--- src/rtl/probe_buffer_pkg.sv ---
// Shared types and constants for the probe buffer source and sink.
//   probe_word_t       : 64-bit word carried between host and core
//   PROBE_EMPTY_VALUE  : default word returned when a read finds no data
//   PROBE_UF_W         : width of the saturating underflow counter
package probe_buffer_pkg;

   typedef logic [63:0] probe_word_t;

   localparam probe_word_t PROBE_EMPTY_VALUE = 64'h0;
   localparam int          PROBE_UF_W        = 16;

endpackage

--- src/rtl/probe_fifo_mem.sv ---
// Simple dual-port register array backing the probe buffer FIFO.
// Ports:
//   clock         : write clock
//   wen/waddr/wdata : synchronous write port
//   raddr/rdata   : asynchronous read port
// Contents are intentionally not reset.
module probe_fifo_mem
   import probe_buffer_pkg::*;
#(
   parameter int unsigned DEPTH = 16,
   parameter int unsigned AW    = $clog2(DEPTH)
) (
   input  logic          clock,
   input  logic          wen,
   input  logic [AW-1:0] waddr,
   input  probe_word_t   wdata,
   input  logic [AW-1:0] raddr,
   output probe_word_t   rdata
);

   probe_word_t mem [DEPTH];

   always_ff @(posedge clock) begin
      if (wen) mem[waddr] <= wdata;
   end

   assign rdata = mem[raddr];

endmodule

--- src/rtl/probe_buffer_source.sv ---
// Host-to-core probe buffer: the host pushes 64-bit words over a
// valid/ready stream, the core pops them one per asserted ren cycle.
// Ports:
//   clock, reset          : single clock, synchronous active-high reset
//   in_valid/in_ready/in_data : host push stream (in_ready = not full)
//   ren                   : core read strobe, pops one word per cycle
//   read/read_valid       : registered read data and "real word" flag
//   flush                 : discard all queued words
//   count                 : registered occupancy
//   underflow_count       : saturating count of reads while empty
module probe_buffer_source
   import probe_buffer_pkg::*;
#(
   parameter int unsigned DEPTH       = 16,
   parameter probe_word_t EMPTY_VALUE = PROBE_EMPTY_VALUE
) (
   input  logic                    clock,
   input  logic                    reset,
   input  logic                    in_valid,
   output logic                    in_ready,
   input  probe_word_t             in_data,
   input  logic                    ren,
   output probe_word_t             read,
   output logic                    read_valid,
   input  logic                    flush,
   output logic [$clog2(DEPTH):0]  count,
   output logic [PROBE_UF_W-1:0]   underflow_count
);

   localparam int unsigned AW = $clog2(DEPTH);
   localparam int unsigned PW = AW + 1;

   // Pointers carry an extra wrap bit so full and empty are distinguishable.
   logic [PW-1:0] head, tail;
   logic [PW-1:0] head_n, tail_n;
   logic          empty, full, push, pop;
   probe_word_t   head_word;

   assign empty    = (head == tail);
   assign full     = (head[AW-1:0] == tail[AW-1:0]) && (head[AW] != tail[AW]);
   assign in_ready = !full;
   assign push     = in_valid && !full && !flush;
   assign pop      = ren && !empty && !flush;

   always_comb begin
      head_n = head;
      tail_n = tail;
      if (flush) begin
         head_n = '0;
         tail_n = '0;
      end else begin
         if (push) tail_n = tail + PW'(1);
         if (pop)  head_n = head + PW'(1);
      end
   end

   always_ff @(posedge clock) begin
      if (reset) begin
         head            <= '0;
         tail            <= '0;
         count           <= '0;
         read            <= EMPTY_VALUE;
         read_valid      <= 1'b0;
         underflow_count <= '0;
      end else begin
         head  <= head_n;
         tail  <= tail_n;
         count <= tail_n - head_n;
         // flush leaves the read register and underflow counter alone
         if (ren && !flush) begin
            if (!empty) begin
               read       <= head_word;
               read_valid <= 1'b1;
            end else begin
               read       <= EMPTY_VALUE;
               read_valid <= 1'b0;
               if (underflow_count != '1)
                  underflow_count <= underflow_count + PROBE_UF_W'(1);
            end
         end
      end
   end

   probe_fifo_mem #(
      .DEPTH (DEPTH),
      .AW    (AW)
   ) u_mem (
      .clock (clock),
      .wen   (push && !reset),
      .waddr (tail[AW-1:0]),
      .wdata (in_data),
      .raddr (head[AW-1:0]),
      .rdata (head_word)
   );

endmodule

--- config.mk ---
export PLATFORM = sky130hd
export DESIGN_NAME = probe_buffer_source
export DESIGN_NICKNAME = d
export VERILOG_FILES = /design/src/rtl/probe_buffer_pkg.sv /design/src/rtl/probe_fifo_mem.sv /design/src/rtl/probe_buffer_source.sv
export SDC_FILE = /design/constraint.sdc
export NUM_CORES = 1
export LEC_CHECK = 0
export ABC_CLOCK_PERIOD_IN_PS = 10950
export CAP_MARGIN = 20
export CORE_ASPECT_RATIO = 0.7
export CORE_MARGIN = 8
export CORE_UTILIZATION = 45
export CTS_BUF_LIST = sky130_fd_sc_hd__clkbuf_4
export CTS_CLUSTER_DIAMETER = 150
export DETAILED_ROUTE_END_ITERATION = 8
export PLACE_DENSITY_LB_ADDON = 0.15
export SYNTH_ARGS = -nofsm -noshare
export SYNTH_HDL_FRONTEND = slang
export SYNTH_SLANG_ARGS = --single-unit
--- constraint.sdc ---
create_clock -name clock -period 10.95 [get_ports clock]
set_input_delay 1.6425 -clock clock [delete_from_list [all_inputs] [get_ports clock]]
set_output_delay 1.6425 -clock clock [all_outputs]
set_load 0.02 [all_outputs]
# Word-level counts from Yosys, hierarchy flattened
# Memories as Yosys holds them, arrays and structs flattened. A register that Yosys moved wholly into a read port is not among the register bits.
# Index checks and enable logic that the tools add are counted.
[classes]
eq_ne = 4
n_addsub = 4
n_reduce_logical = 12
n_mux = 9
[op_table]
columns = ["operator", "n"]
rows = [
  ["$mux W64", 1],
  ["$mux W5", 4],
  ["$add A16 B1 Y16 const B", 1],
  ["$ne A16 B16 Y1 const B", 1],
  ["$add A5 B1 Y5 const B", 2],
  ["$logic_and A1 B1 Y1", 7],
  ["$eq A5 B5 Y1", 1],
  ["$sub A5 B5 Y5", 1],
  ["$eq A4 B4 Y1", 1],
  ["$logic_not A1 Y1", 4],
  ["$mux W4", 1],
  ["$mux W1", 3],
  ["$reduce_and A3 Y1", 1],
  ["$ne A1 B1 Y1", 1],
]
[word_totals]
wordCells = 36
out_inout_bits = 87
ramBits = 1024
memories = 1
ff_bits = 96
[mem_list]
columns = ["memory", "words", "width", "rd", "rd_ports_with_merged_regs", "write_ports", "line_no", "text"]
rows = [
  ["u_mem.mem", 16, 64, 1, 1, 1, "probe_fifo_mem.sv:21", "probe_word_t mem [DEPTH];"],
]

# Logic depth before layout (Yosys ltp)
# Gate-level depths: netlist of run 1.
[depth]
depth_word = 8
depth_mapped = 14
mapped_depth_nobuf = 12

# Cells and area by module
# Synthesis of run 1 repeated with hierarchy kept, for this count alone.
[unflattened]
cells_unflattened = 2003
area_unflattened_um2 = 42198.0
[modules_own_cells]
columns = ["mod", "seq_area_each_um2", "area_each_um2", "instances", "cells_per_inst"]
rows = [
  ["probe_fifo_mem", 30749.5, 38300.5, 1, 1583],
  ["probe_buffer_source", 1921.8, 3897.5, 1, 420],
]

# Worst setup path after synthesis of run 1
# No wires, ideal clock.
[synth_path]
kind = "in2reg"
from = "in in_valid"
to = "mem u_mem.mem[10][0] in the netlist's numbering (enable)"
setup_slack_ns = 6.528
stages = 4
arrival_ns = 3.994
setup_ns = 0.429
t_required_ns = 10.521
path_cell_list = "a21boi_1 nand2_1 nor3b_1 and2_1"
[synth_between]
elab_chain_len = 5
[synth_lines]
columns = ["item", "line_no", "text"]
rows = [
  ["start: declaration", "probe_buffer_source.sv:19", "input logic in_valid,"],
  ["$logic_and A1 B1 Y1 (2 in series)", "probe_buffer_source.sv:42", "assign push = in_valid && !full && !flush;"],
  ["$logic_and A1 B1 Y1", "probe_buffer_source.sv:89", ".wen (push && !reset),"],
  ["$mux W1", "probe_fifo_mem.sv:24", "if (wen) mem[waddr] <= wdata;"],
  ["$mux W1 (implied by the code)", "probe_fifo_mem.sv:24", ""],
  ["end: declaration", "probe_fifo_mem.sv:21", ""],
]
# No other way between the ends.

# Final worst setup path of run 1
[layout_path]
from = "reg head[0]"
to = "out in_ready"
[layout_between]
elab_chain_len = 3
[layout_lines]
columns = ["item", "line_no", "text"]
rows = [
  ["start: declaration", "probe_buffer_source.sv:34", "logic [PW-1:0] head, tail;"],
  ["start signal: assignment", "probe_buffer_source.sv:66", "head <= head_n;"],
  ["$eq A4 B4 Y1", "probe_buffer_source.sv:40", "assign full = (head[AW-1:0] == tail[AW-1:0]) && (head[AW] != tail[AW]);"],
  ["$logic_and A1 B1 Y1", "probe_buffer_source.sv:40", ""],
  ["$logic_not A1 Y1", "probe_buffer_source.sv:41", "assign in_ready = !full;"],
  ["end: declaration", "probe_buffer_source.sv:20", "output logic in_ready,"],
]
# No other way between the ends.

==> results of run 1 <==
## layout make-up
type                            instances  area share [%]
Tap cell                             1235            3.19
Multi-Input combinational cell        752            18.2
Sequential cell                      1120            67.5
Antenna cell                            8          0.0414
Clock inverter                         50           0.395
Timing Repair Buffer                  187            3.76
Inverter                                7          0.0543
Clock buffer                          440            6.82
## cell families (layout without fill, tap and decap cells)
| kind of cell | Yosys count | after routing |
|---|---|---|
| XOR/XNOR | 27 | 27 |
| flip-flops | 1120 | 1120 |
| buffers and inverters | 123 | 684 |
| AO/OA/AOI/OAI | 270 | 270 |
| AND/OR/NAND/NOR | 184 | 184 |
| multiplexers | 260 | 260 |
| other | 0 | 8 |
| adder cells (fa/ha/maj) | 11 | 11 |
## flip-flops by register name, indices dropped and copies added, names as in the netlist
signal and count:
u_mem.mem 1024, underflow_count 16, tail 5, head 5
read_valid 1, read 64, count 5
## layer usage
layer / vias to the layer above / wire, µm / GRT usage (%)
li1: 9223 / - / -
met1: 11400 / 46400 / 28.4
met2: 858 / 47700 / 30.0
met3: 137 / 7850 / 5.07
met4: 8 / 1750 / 6.79
met5: - / 56 / 0
## stage by stage
stage	std cells	hold slack (ps)	total power, mW	instance area (µm²)
2_1_floorplan	1995	562	4.84	41900
3_3_place_gp	3300	469	4.94	44900
3_5_place_dp	3301	479	4.95	44900
4_1_cts	3791	497	8.40	48400
5_1_grt	3796	517	8.64	48400
6_report	3799	490	8.30	48400
## how the worst max path moves through the flow
stage                                             to  cells after the start
after floorplan           u_mem.mem[10][0]$_DFFE_PP_                      4
after global placement           count[4]$_SDFF_PP0_                     10
after detailed placement         count[4]$_SDFF_PP0_                     10
after CTS                                   in_ready                      4
after global routing                        in_ready                      4
final                                       in_ready                      4
## worst reg2reg max path: stages (launching register included)
cell and delay (ps):
dfxtp_4 900, xor2_1 220, nor4_4 570, a21o_4 650
mux2i_1 210, or2_2 370, fa_1 480, a21o_1 180
a21oi_1 180, xnor2_1 150, mux2_2 350
## cell usage in the layout (no fill, tap or decap), types with 11 or more instances in the layout
cell type / count
nand3_1: 11
clkdlybuf4s50_1: 154
a22oi_1: 128
mux4_2: 256
clkinv_1: 42
a21oi_1: 135
nor2_1: 101
clkbuf_4: 440
xnor2_1: 12
xor2_1: 15
buf_4: 31
and2_4: 17
dfxtp_1: 94
edfxtp_1: 1024
## where the power goes
part	internal (mW)	switching, mW	total (mW)
combinational	0.0606	0.112	0.173
clock	1.82	1.62	3.44
sequential	4.67	0.00776	4.68
total	6.56	1.74	8.30
==> results_tabular.tex, run 1 <==
\begin{tabular}{lr}
\hline
Metric & Value \\
\hline
\multicolumn{2}{l}{\textbf{Logic synthesis}} \\
\quad Synthesized-area fraction occupied by ao, oa, aoi and oai cells & 4.01\% \\
\quad Xor-xnor portion of the synthesized cell area & 0.564\% \\
\quad Fraction of the yosys area taken by sequential cells & 77.9\% \\
\quad Post-synthesis instance area & 41900 µm² \\
\quad Number of enable-type register cells in the synthesized netlist & a little over 1000 \\
\quad Predominant post-synthesis flop cell & edfxtp\_1 \\
\quad Largest family of logic cells by synthesized area & multiplexers \\
\quad Cell with the most instances after synthesis & edfxtp\_1 \\
\quad Mean area per synthesized cell & $\sim$21 µm² \\
\quad Yosys top cell by area & edfxtp\_1 \\
\quad Syn. warnings & 0 \\
\quad Number of nets in the synthesized netlist & a little over 2000 \\
\quad Post-synthesis simple-gate area fraction & 2.08\% \\
\quad Mapped Cells & 1995 \\
\quad Library cells used by synthesis & 37 \\
\quad Mux share of post-synthesis cell area & 13.8\% \\
\quad Share of async-settable or async-resettable flops after synthesis & 0\% \\
\quad Cell types with the highest counts after synthesis & edfxtp\_1, mux4\_2, a21oi\_1 \\
\quad Number of storage elements in the synthesis netlist & $\sim$1100 \\
\quad Share of the synthesized area in the top cell type & 73.3\% \\
\quad Post-synthesis adder-cell area fraction & 0.346\% \\
\quad Cells taking the most area after synthesis & edfxtp\_1, mux4\_2, dfxtp\_1 \\
\multicolumn{2}{l}{\textbf{Hold path}} \\
\quad Worst min path class & flip-flop to flip-flop \\
\quad Sink of the worst hold path & read[58]\$\_SDFFE\_PP0P\_ \\
\quad Critical hold path startpoint & read[58]\$\_SDFFE\_PP0P\_ \\
\quad Count of cells along the worst hold path & 2 \\
\multicolumn{2}{l}{\textbf{Layout}} \\
\quad Fill cell count & 7413 \\
\quad Multi-input gate area & 8830 µm² \\
\quad Area added between synthesis and finish & 15.4\% \\
\quad FF/Latch Area & 32700 µm² \\
\quad Final net count & 2435 \\
\quad Proportion of layout cells with a drive suffix above 1 & 30.1\% \\
\quad Final core utilization & 52.5\% \\
\multicolumn{2}{l}{\textbf{Floorplan}} \\
\quad Initial Util & 45.5\% \\
\quad Total Die Area & 103000 µm² \\
\quad I/O pin count & 156 \\
\quad Row cnt & 93 \\
\quad Chip Width & roughly 380 µm \\
\quad Chip height & 271 µm \\
\quad Area of the core & 92200 µm² \\
\multicolumn{2}{l}{\textbf{Routing}} \\
\quad DR DRC count & 0 \\
\quad Iteration-0 DRC Markers & approximately 2200 \\
\quad Drt via density & 5.69 \\
\quad Wire per inst & about 27 µm \\
\quad Length of the first detailed-routing pass in iterations & 5 \\
\quad DRT antenna net count & 0 \\
\quad Routed wire length & 104000 µm \\
\quad Via total after detailed routing & 21600 \\
\multicolumn{2}{l}{\textbf{Timing}} \\
\quad Max Fclk & 196 MHz \\
\quad Part of the cycle the worst path needs & 46.7\% \\
\quad Transition time at the pin with the least slew margin & 1160 ps \\
\quad Final Slew Violations & 0 \\
\quad Setup ws final & 5840 ps \\
\quad Largest clock skew in the final design & slightly above 80 ps \\
\quad Final Critical Period & roughly 5000 ps \\
\quad Number of hold violations in the final report & 0 \\
\quad Unrepaired setup endpoints after global routing & false \\
\quad Count of final setup violators & 0 \\
\quad Total negative slack for setup checks & 0 ps \\
\quad Max\_slew headroom & 22.7\% \\
\multicolumn{2}{l}{\textbf{Global route}} \\
\quad Antenna violations before repair & 10 \\
\quad Grt ovf & 0 \\
\quad Pin count of the biggest net entering global routing & 106 \\
\quad Vias in the first global route & 22700 \\
\quad Total routing resource utilization after global routing & 19.9\% \\
\quad Global-route wire length before repair & 152000 µm \\
\multicolumn{2}{l}{\textbf{Power}} \\
\quad P per Cell Area & 171 nW/µm² \\
\quad Worst supply voltage drop on vdd & 0.000102 V \\
\quad Static leakage power & 15.2 nW \\
\multicolumn{2}{l}{\textbf{Place}} \\
\quad Total of buffers placed on input and output ports & about 160 \\
\quad Routability congestion estimate from global placement & $\sim$0.77 \\
\quad Place WS & 5770 ps \\
\quad HPWL after detailed placement & 50300 µm \\
\multicolumn{2}{l}{\textbf{CTS}} \\
\quad Post-cts hold buffer count & 0 \\
\quad Clock root cell & clkbuf\_4 \\
\quad Maximum root-to-sink buffer count & 4 \\
\quad TritonCTS Buffers & 287 \\
\quad Buffers inserted by post-CTS timing repair & 0 \\
\quad Post\_cts resized & 0 \\
\quad Maximum level of the CTS H-tree & 5 \\
\quad TritonCTS clock tree & built \\
\quad Clk sink count & 1120 \\
\quad Clock transition at the registers of the reported paths & roughly 80 ps \\
\quad Clock latency on the worst-skew pair & 1140 ps \\
\multicolumn{2}{l}{\textbf{Worst setup path}} \\
\quad Critical R2R Launch & head[0]\$\_SDFF\_PP0\_ \\
\quad Critical Path, Cell by Cell & xor2\_1, nor4\_4, nand2\_1, clkdlybuf4s50\_1 \\
\quad Critical Path Slowest Stage Cell & dfxtp\_4 \\
\quad Worst path arrival time & 3470 ps \\
\quad Crit Reg-Reg Endpoint & count[4]\$\_SDFF\_PP0\_ \\
\quad CP max FO & 41 \\
\quad Highest cell delay on the worst timing path & 900 ps \\
\quad Type of the worst setup path & flip-flop to output port \\
\quad Total buffers and inverters traversed by the critical path & 1 \\
\quad Reg2Reg Setup Slack & around 6600 ps \\
\quad Worst setup path start & head[0]\$\_SDFF\_PP0\_ \\
\quad Critical path's top delay family & flip-flops \\
\quad Category of the worst setup path capture point & output port \\
\quad Startpoint kind of the worst setup timing path & flip-flop \\
\quad Length in cells of the worst reg-to-reg path & 10 \\
\quad Required time at the endpoint of the critical path & 9310 ps \\
\multicolumn{2}{l}{\textbf{Run}} \\
\quad Reported max-cap violation count & 0 \\
\multicolumn{2}{l}{\textbf{Run status}} \\
\quad Outcome & finished clean \\
\hline
\end{tabular}
Note: power is estimated with default switching activity, not from simulation.
==> inputs of run 2 (changes only) <==
--- a/config.mk
+++ b/config.mk
@@ -5,7 +5,7 @@
 export SDC_FILE = /design/constraint.sdc
 export NUM_CORES = 1
 export LEC_CHECK = 0
-export ABC_CLOCK_PERIOD_IN_PS = 10950
+export ABC_CLOCK_PERIOD_IN_PS = 4500
 export CAP_MARGIN = 20
 export CORE_ASPECT_RATIO = 0.7
 export CORE_MARGIN = 8
==> constraint.sdc (replaced) <==
create_clock -name clock -period 4.5 [get_ports clock]
set_input_delay 0.675 -clock clock [delete_from_list [all_inputs] [get_ports clock]]
set_output_delay 0.675 -clock clock [all_outputs]
set_load 0.02 [all_outputs]
==> run 2 against run 1 <==
Compared with the run above: routed wire length down 4.7%; first-iteration DRC count down 14%; combinational power up 150%; global-route usage down 0.97 points; highest routed layer unchanged; register-to-register slack worse by 5700 ps; final area up 0.75%; worst setup slack worse by 5100 ps; clock power up 140%.
==> results_tabular.tex, run 2 (synthesis results as in run 1) <==
\begin{tabular}{lr}
\hline
Metric & Value \\
\hline
\multicolumn{2}{l}{\textbf{Floorplan}} \\
\quad Chip height & 271 µm (unchanged) \\
\quad I/O pin count & 156 (unchanged) \\
\quad Row cnt & 93 (unchanged) \\
\quad Chip Width & 381 µm (unchanged) \\
\quad Total Die Area & 103000 µm² (unchanged) \\
\quad Area of the core & 92200 µm² (unchanged) \\
\quad Initial Util & 45.5\% (unchanged) \\
\multicolumn{2}{l}{\textbf{Timing}} \\
\quad Total negative slack for setup checks & 0 ps (unchanged) \\
\quad Unrepaired setup endpoints after global routing & false \\
\quad Transition time at the pin with the least slew margin & 1180 ps (+19.0 ps) \\
\quad Max\_slew headroom & 21.4\% (-1.3 points) \\
\quad Final Critical Period & $\sim$3800 ps \\
\quad Largest clock skew in the final design & 70.0 ps (-13.0 ps) \\
\quad Setup ws final & 701 ps (-5140 ps) \\
\quad Part of the cycle the worst path needs & 84.4\% \\
\quad Number of hold violations in the final report & 0 (unchanged) \\
\quad Count of final setup violators & 0 (unchanged) \\
\quad Max Fclk & roughly 260 MHz \\
\quad Final-layout worst hold slack & 452 ps (-37.6 ps) \\
\quad Final Slew Violations & 0 (unchanged) \\
\multicolumn{2}{l}{\textbf{Routing}} \\
\quad DR DRC count & 0 (unchanged) \\
\quad Wire per inst & 26.0 µm (-4.9\%) \\
\quad Routed wire length & 98900 µm (-4.7\%) \\
\quad DRT antenna net count & 0 (unchanged) \\
\quad Length of the first detailed-routing pass in iterations & 5 (unchanged) \\
\quad Drt via density & 5.63 (-1.2\%) \\
\quad Iteration-0 DRC Markers & 1923 (-14\%) \\
\quad Via total after detailed routing & 21400 (-0.86\%) \\
\multicolumn{2}{l}{\textbf{CTS}} \\
\quad Clk sink count & 1120 (unchanged) \\
\quad Buffers inserted by post-CTS timing repair & 0 (unchanged) \\
\quad Maximum level of the CTS H-tree & 5 (unchanged) \\
\quad Clock latency on the worst-skew pair & 1160 ps (+20 ps) \\
\quad Clock transition at the registers of the reported paths & 70 ps (about the same) \\
\quad TritonCTS clock tree & built \\
\quad TritonCTS Buffers & 288 (+0.35\%) \\
\quad Maximum root-to-sink buffer count & 4 (unchanged) \\
\quad Clock root cell & clkbuf\_4 \\
\quad Post\_cts resized & 0 (unchanged) \\
\multicolumn{2}{l}{\textbf{Hold path}} \\
\quad Worst min path class & input port to flip-flop \\
\multicolumn{2}{l}{\textbf{Run status}} \\
\quad Outcome & finished clean \\
\multicolumn{2}{l}{\textbf{Global route}} \\
\quad Grt ovf & 0 (unchanged) \\
\quad Antenna violations before repair & 8 (-2) \\
\quad Pin count of the biggest net entering global routing & 126 (+19\%) \\
\quad Global-route wire length before repair & 147000 µm (-3.5\%) \\
\quad Total routing resource utilization after global routing & 18.9\% (-0.97 points) \\
\quad Vias in the first global route & 22800 (+0.38\%) \\
\multicolumn{2}{l}{\textbf{Worst setup path}} \\
\quad Highest cell delay on the worst timing path & 600 ps (-300 ps) \\
\quad Reg2Reg Setup Slack & 900 ps (-5670 ps) \\
\quad Startpoint kind of the worst setup timing path & flip-flop \\
\quad Worst path arrival time & 3120 ps (-350 ps) \\
\quad Category of the worst setup path capture point & output port \\
\quad Critical Path Slowest Stage Cell & dfxtp\_4 \\
\quad Type of the worst setup path & flip-flop to output port \\
\quad CP max FO & 24 (-41\%) \\
\quad Critical Path, Cell by Cell & xor2\_1, nor4\_4, nand2\_1, clkdlybuf4s50\_1 \\
\quad Required time at the endpoint of the critical path & 3830 ps (-5480 ps) \\
\multicolumn{2}{l}{\textbf{Layout}} \\
\quad Commonest cells after routing, fill and taps aside & edfxtp\_1, clkbuf\_4, mux4\_2, clkdlybuf4s50\_1, a21oi\_1 \\
\quad Area added between synthesis and finish & 16.3\% \\
\quad Proportion of layout cells with a drive suffix above 1 & 30.4\% (+0.30 points) \\
\quad Max reg flops & 1024 (unchanged) \\
\quad Largest registers & u\_mem.mem x1024, read x64, underflow\_count x16 \\
\quad Final std cells w/o fill & 3810 (+0.29\%) \\
\quad Fill cell count & 7397 (-0.22\%) \\
\quad Final net count & 2460 (+1.0\%) \\
\quad Most flops, register & u\_mem.mem \\
\quad Most frequent standard cell in the layout excluding fill and tap cells & edfxtp\_1 \\
\quad Finished Cell Area & 48800 µm² (+0.75\%) \\
\quad Final core utilization & 52.9\% (+0.39 points) \\
\multicolumn{2}{l}{\textbf{Place}} \\
\quad Total of buffers placed on input and output ports & 155 (unchanged) \\
\quad HPWL after detailed placement & 54300 µm (+8.0\%) \\
\quad Routability congestion estimate from global placement & 0.742 (-3.3\%) \\
\quad Place WS & 902 ps (-4870 ps) \\
\quad Total instance count after detailed placement & 3324 (+0.70\%) \\
\quad Placement Cell Area & 45300 µm² (+0.90\%) \\
\multicolumn{2}{l}{\textbf{Power}} \\
\quad Static leakage power & 15.3 nW (+0.92\%) \\
\quad P per Cell Area & 412 nW/µm² (+140\%) \\
\quad Total Power & 20.1 mW (+140\%) \\
\quad Worst supply voltage drop on vdd & 0.000281 V (+180\%) \\
\multicolumn{2}{l}{\textbf{Run}} \\
\quad Reported max-cap violation count & 0 (unchanged) \\
\hline
\end{tabular}
-- run 2: critical path: cells and delay by family (launching register included) --
family / cells / cell delay [ps]
buffers and inverters: 1 / 580
and+or+nand+nor: 2 / 670
xor gates and xnor gates: 1 / 170
DFF: 1 / 600
-- run 2: path summary, 6_finish.rpt --
path                            cells after the start                    endpoint             startpoint
worst min register to register                      2       read[18]$_SDFFE_PP0P_  read[18]$_SDFFE_PP0P_
worst min-delay path                                1  u_mem.mem[6][29]$_DFFE_PP_            in_data[29]
worst max register to register                     12         count[4]$_SDFF_PP0_     head[1]$_SDFF_PP0_
worst max-delay path                                4                    in_ready     head[1]$_SDFF_PP0_
-- run 2: report_power, final --
| part | internal (mW) | total [mW] | leakage, nW | switching [mW] |
|---|---|---|---|---|
| registers | 11.4 | 11.4 | 9.99 | 0.0154 |
| logic | 0.149 | 0.429 | 3.26 | 0.280 |
| clock network | 4.41 | 8.30 | 2.09 | 3.88 |
| total | 15.9 | 20.1 | 15.3 | 4.18 |
-- run 2: area by class of cell --
cell class	instances	area, µm²	area share [%]
diodes	8	20.0	0.0410
clock buffers	426	3200	6.56
clock inverters	51	246	0.505
inverters	7	26.3	0.0539
multi-input cells	752	8830	18.1
flip-flops and latches	1120	32700	67.0
well taps	1235	1550	3.17
repair buffers	211	2230	4.58
-- run 2: per-layer routing --
layer / vias to the layer above / routed length [µm] / global-route usage [%]
met5: - / 199 / 0
met4: 6 / 1580 / 6.10
met3: 133 / 6640 / 5.20
met2: 733 / 44800 / 27.8
met1: 11300 / 45700 / 27.5
li1: 9225 / - / -
-- run 2: timing repair --
action                     CTS  global route
hold buffers                 1             0
setup endpoints to repair    0             0
hold endpoints to repair    45             0
==> patch: new RTL, flow settings as in run 2 <==
Reset style: asynchronous (`reset`), changed in one clocked block. Comments in the files are not updated.
--- a/src/rtl/probe_buffer_source.sv
+++ b/src/rtl/probe_buffer_source.sv
@@ -56,3 +56,3 @@
 
-   always_ff @(posedge clock) begin
+   always_ff @(posedge clock or posedge reset) begin
       if (reset) begin
Function: differs if reset is asserted again (counterexample within 4 cycles, from zero or initial values and one cycle with reset high); with reset held inactive, the same outputs for 4 cycles.
==> patch against run 2 <==
Cell count grew 1.4%. Clock skew increased by 0.011 ns. Core utilization is 0.11 points higher. Cell area grew 2.6%. Die area increased by 2.3%. Worst setup slack gained 0.022 ns. Area after synthesis increased by 2.4%. Wire length decreased by 1.9%. Sequential cell count unchanged.
Power is not compared: it rests on default switching activity, and its combinational part moved more than twofold at a synthesized area within 25%.
==> patch: results (changes against run 2) <==
Outcome
  – Status: finished, final reports clean (unchanged)

Drt
  – DRT iter0 DRCs: 1634 (was 1923)
  – Routed length per instance: 25.1 microns (was 26.0 microns)
  – Total number of vias: 21100 (was 21400)
  – DR vias/cell: 5.46 (was 5.63)

Placed design
  – GPL Wtd Cong: 0.727 (was 0.742)
  – Placed wire-length estimate: 50.4 mm (was 54.3 mm)
  – Placed Area: 46500 sq um (was 45300 sq um)
  – Placed Cells: 3374 (was 3324)
  – Dpl ws: 0.781 ns (was 0.902 ns)

Worst setup path
  – Crit-path leading delay family: flip-flops (was simple AND/OR/NAND/NOR gates)
  – Max stage delay cell, worst path: dfrtp_4 (was dfxtp_4)
  – RR Endpoint: u_mem.mem[9][32] (was count[4])
  – CP arrival: 3.10 ns (was 3.12 ns)
  – Worst r2r path cells: 8 (was 12)
  – R2R setup slack: 1.21 ns (was 0.90 ns)
  – Maximum fanout along the worst path: 35 (was 24)
  – Worst r2r src: head[3] (was head[1])
  – Crit-path max cell delay: 0.74 ns (was 0.60 ns)

Yosys
  – Post-synthesis cell count: 2027 (was 1995)
  – Top post-synthesis cells by count: edfxtp_1 (1024), mux4_2 (256), dfrtp_1 (96) (was edfxtp_1 (1024), mux4_2 (256), a21oi_1 (135))
  – Async SR Flop Fraction: 0.0857 (was 0)
  – Library cells used by synthesis: 44 (was 37)
  – Syn nets: 2107 (was 2075)
  – Synth area leaders: edfxtp_1 (72%), mux4_2 (13%), dfrtp_1 (5.6%), mux2_2 (1.7%), mux2i_1 (1.6%) (was edfxtp_1 (73%), mux4_2 (14%), dfxtp_1 (4.6%), a22oi_1 (2.3%), a21oi_1 (1.6%))
  – Sequential area share after synthesis: 0.772 (was 0.779)

CTS
  – Clock Path Buffers: 4 (unchanged)
  – Total CTS buffers: 292 (was 288)

Timing
  – Clk_skew: 0.0806 ns (was 0.0700 ns)
  – Slew @ Worst Pin: 1.07 ns (was 1.18 ns)
  – Max Fclk: 0.265 GHz (was 0.263 GHz)

Global routing
  – Vias in the first global route: 22900 (was 22800)
  – Initial antenna violation count: 10 (was 8)
  – GR Util All Layers: 0.186 (was 0.189)
  – First-pass GRT wire length: 145 mm (was 147 mm)
  – Largest net degree at the start of global routing: 147 (was 126)

Worst hold path
  – HP Class: in -> async (was in -> reg)

Cells and area
  – Layout cell share with drive strength beyond 1: 0.324 (was 0.304)
  – Fin nets: 2500 (was 2460)

Pwr
  – Leak Pwr: roughly 16 nW
-- patch: cell types whose count changed after synthesis, sizes merged, moves of 7 or more --
cell / delta
o21ai: +65
mux2i: +65
and2: -18
nor2: -7
a21oi: -67
nand2: +67
nor4: +7
a22oi: -128
mux2: +64
xnor2: +8
dfrtp: +96
dfxtp: -96
-- patch: worst min path at each step --
stage             start        to  slack (ns)
2_1_floorplan   read[0]   read[0]        0.59
6_report          reset   read[9]        0.19
5_1_grt           reset   read[9]        0.17
3_3_place_gp   read[17]  read[17]        0.47
4_1_cts           reset   read[9]        0.02
3_5_place_dp   read[62]  read[62]        0.47
-- patch: area by class of cell --
class | count | area, sq um
multi-input cells | 791 | 9470
well taps | 1248 | 1560
clock inverters | 62 | 317
repair buffers | 208 | 2290
flip-flops and latches | 1120 | 33200
diodes | 5 | 12.5
fillers | 7446 | 44300
inverters | 7 | 28.8
clock buffers | 423 | 3180
-- patch: logic make-up after synthesis --
group / count (synthesis) / share of synthesized area
flip-flops: 1120 / 0.772
AO/OA/AOI/OAI: 146 / 0.0178
adder cells (fa/ha/maj): 11 / 0.00338
XOR/XNOR: 29 / 0.00609
AND/OR/NAND/NOR: 216 / 0.0222
buffers and inverters: 116 / 0.0114
multiplexers: 389 / 0.167
-- patch: power breakdown --
group / internal (W) / leakage (nW) / switching, W
Sequential: 0.0116 / 10.5 / 0.000173
Clock: 0.00446 / 2.11 / 0.00391
Combinational: 0.000869 / 3.45 / 0.00111
-- patch: routing by layer --
metal	track usage	vias to the layer above	part of all wire
met5	0	-	0.00047
li1	-	9263	-
met3	0.0415	152	0.056
met1	0.264	11100	0.46
met4	0.0674	8	0.019
met2	0.283	612	0.46
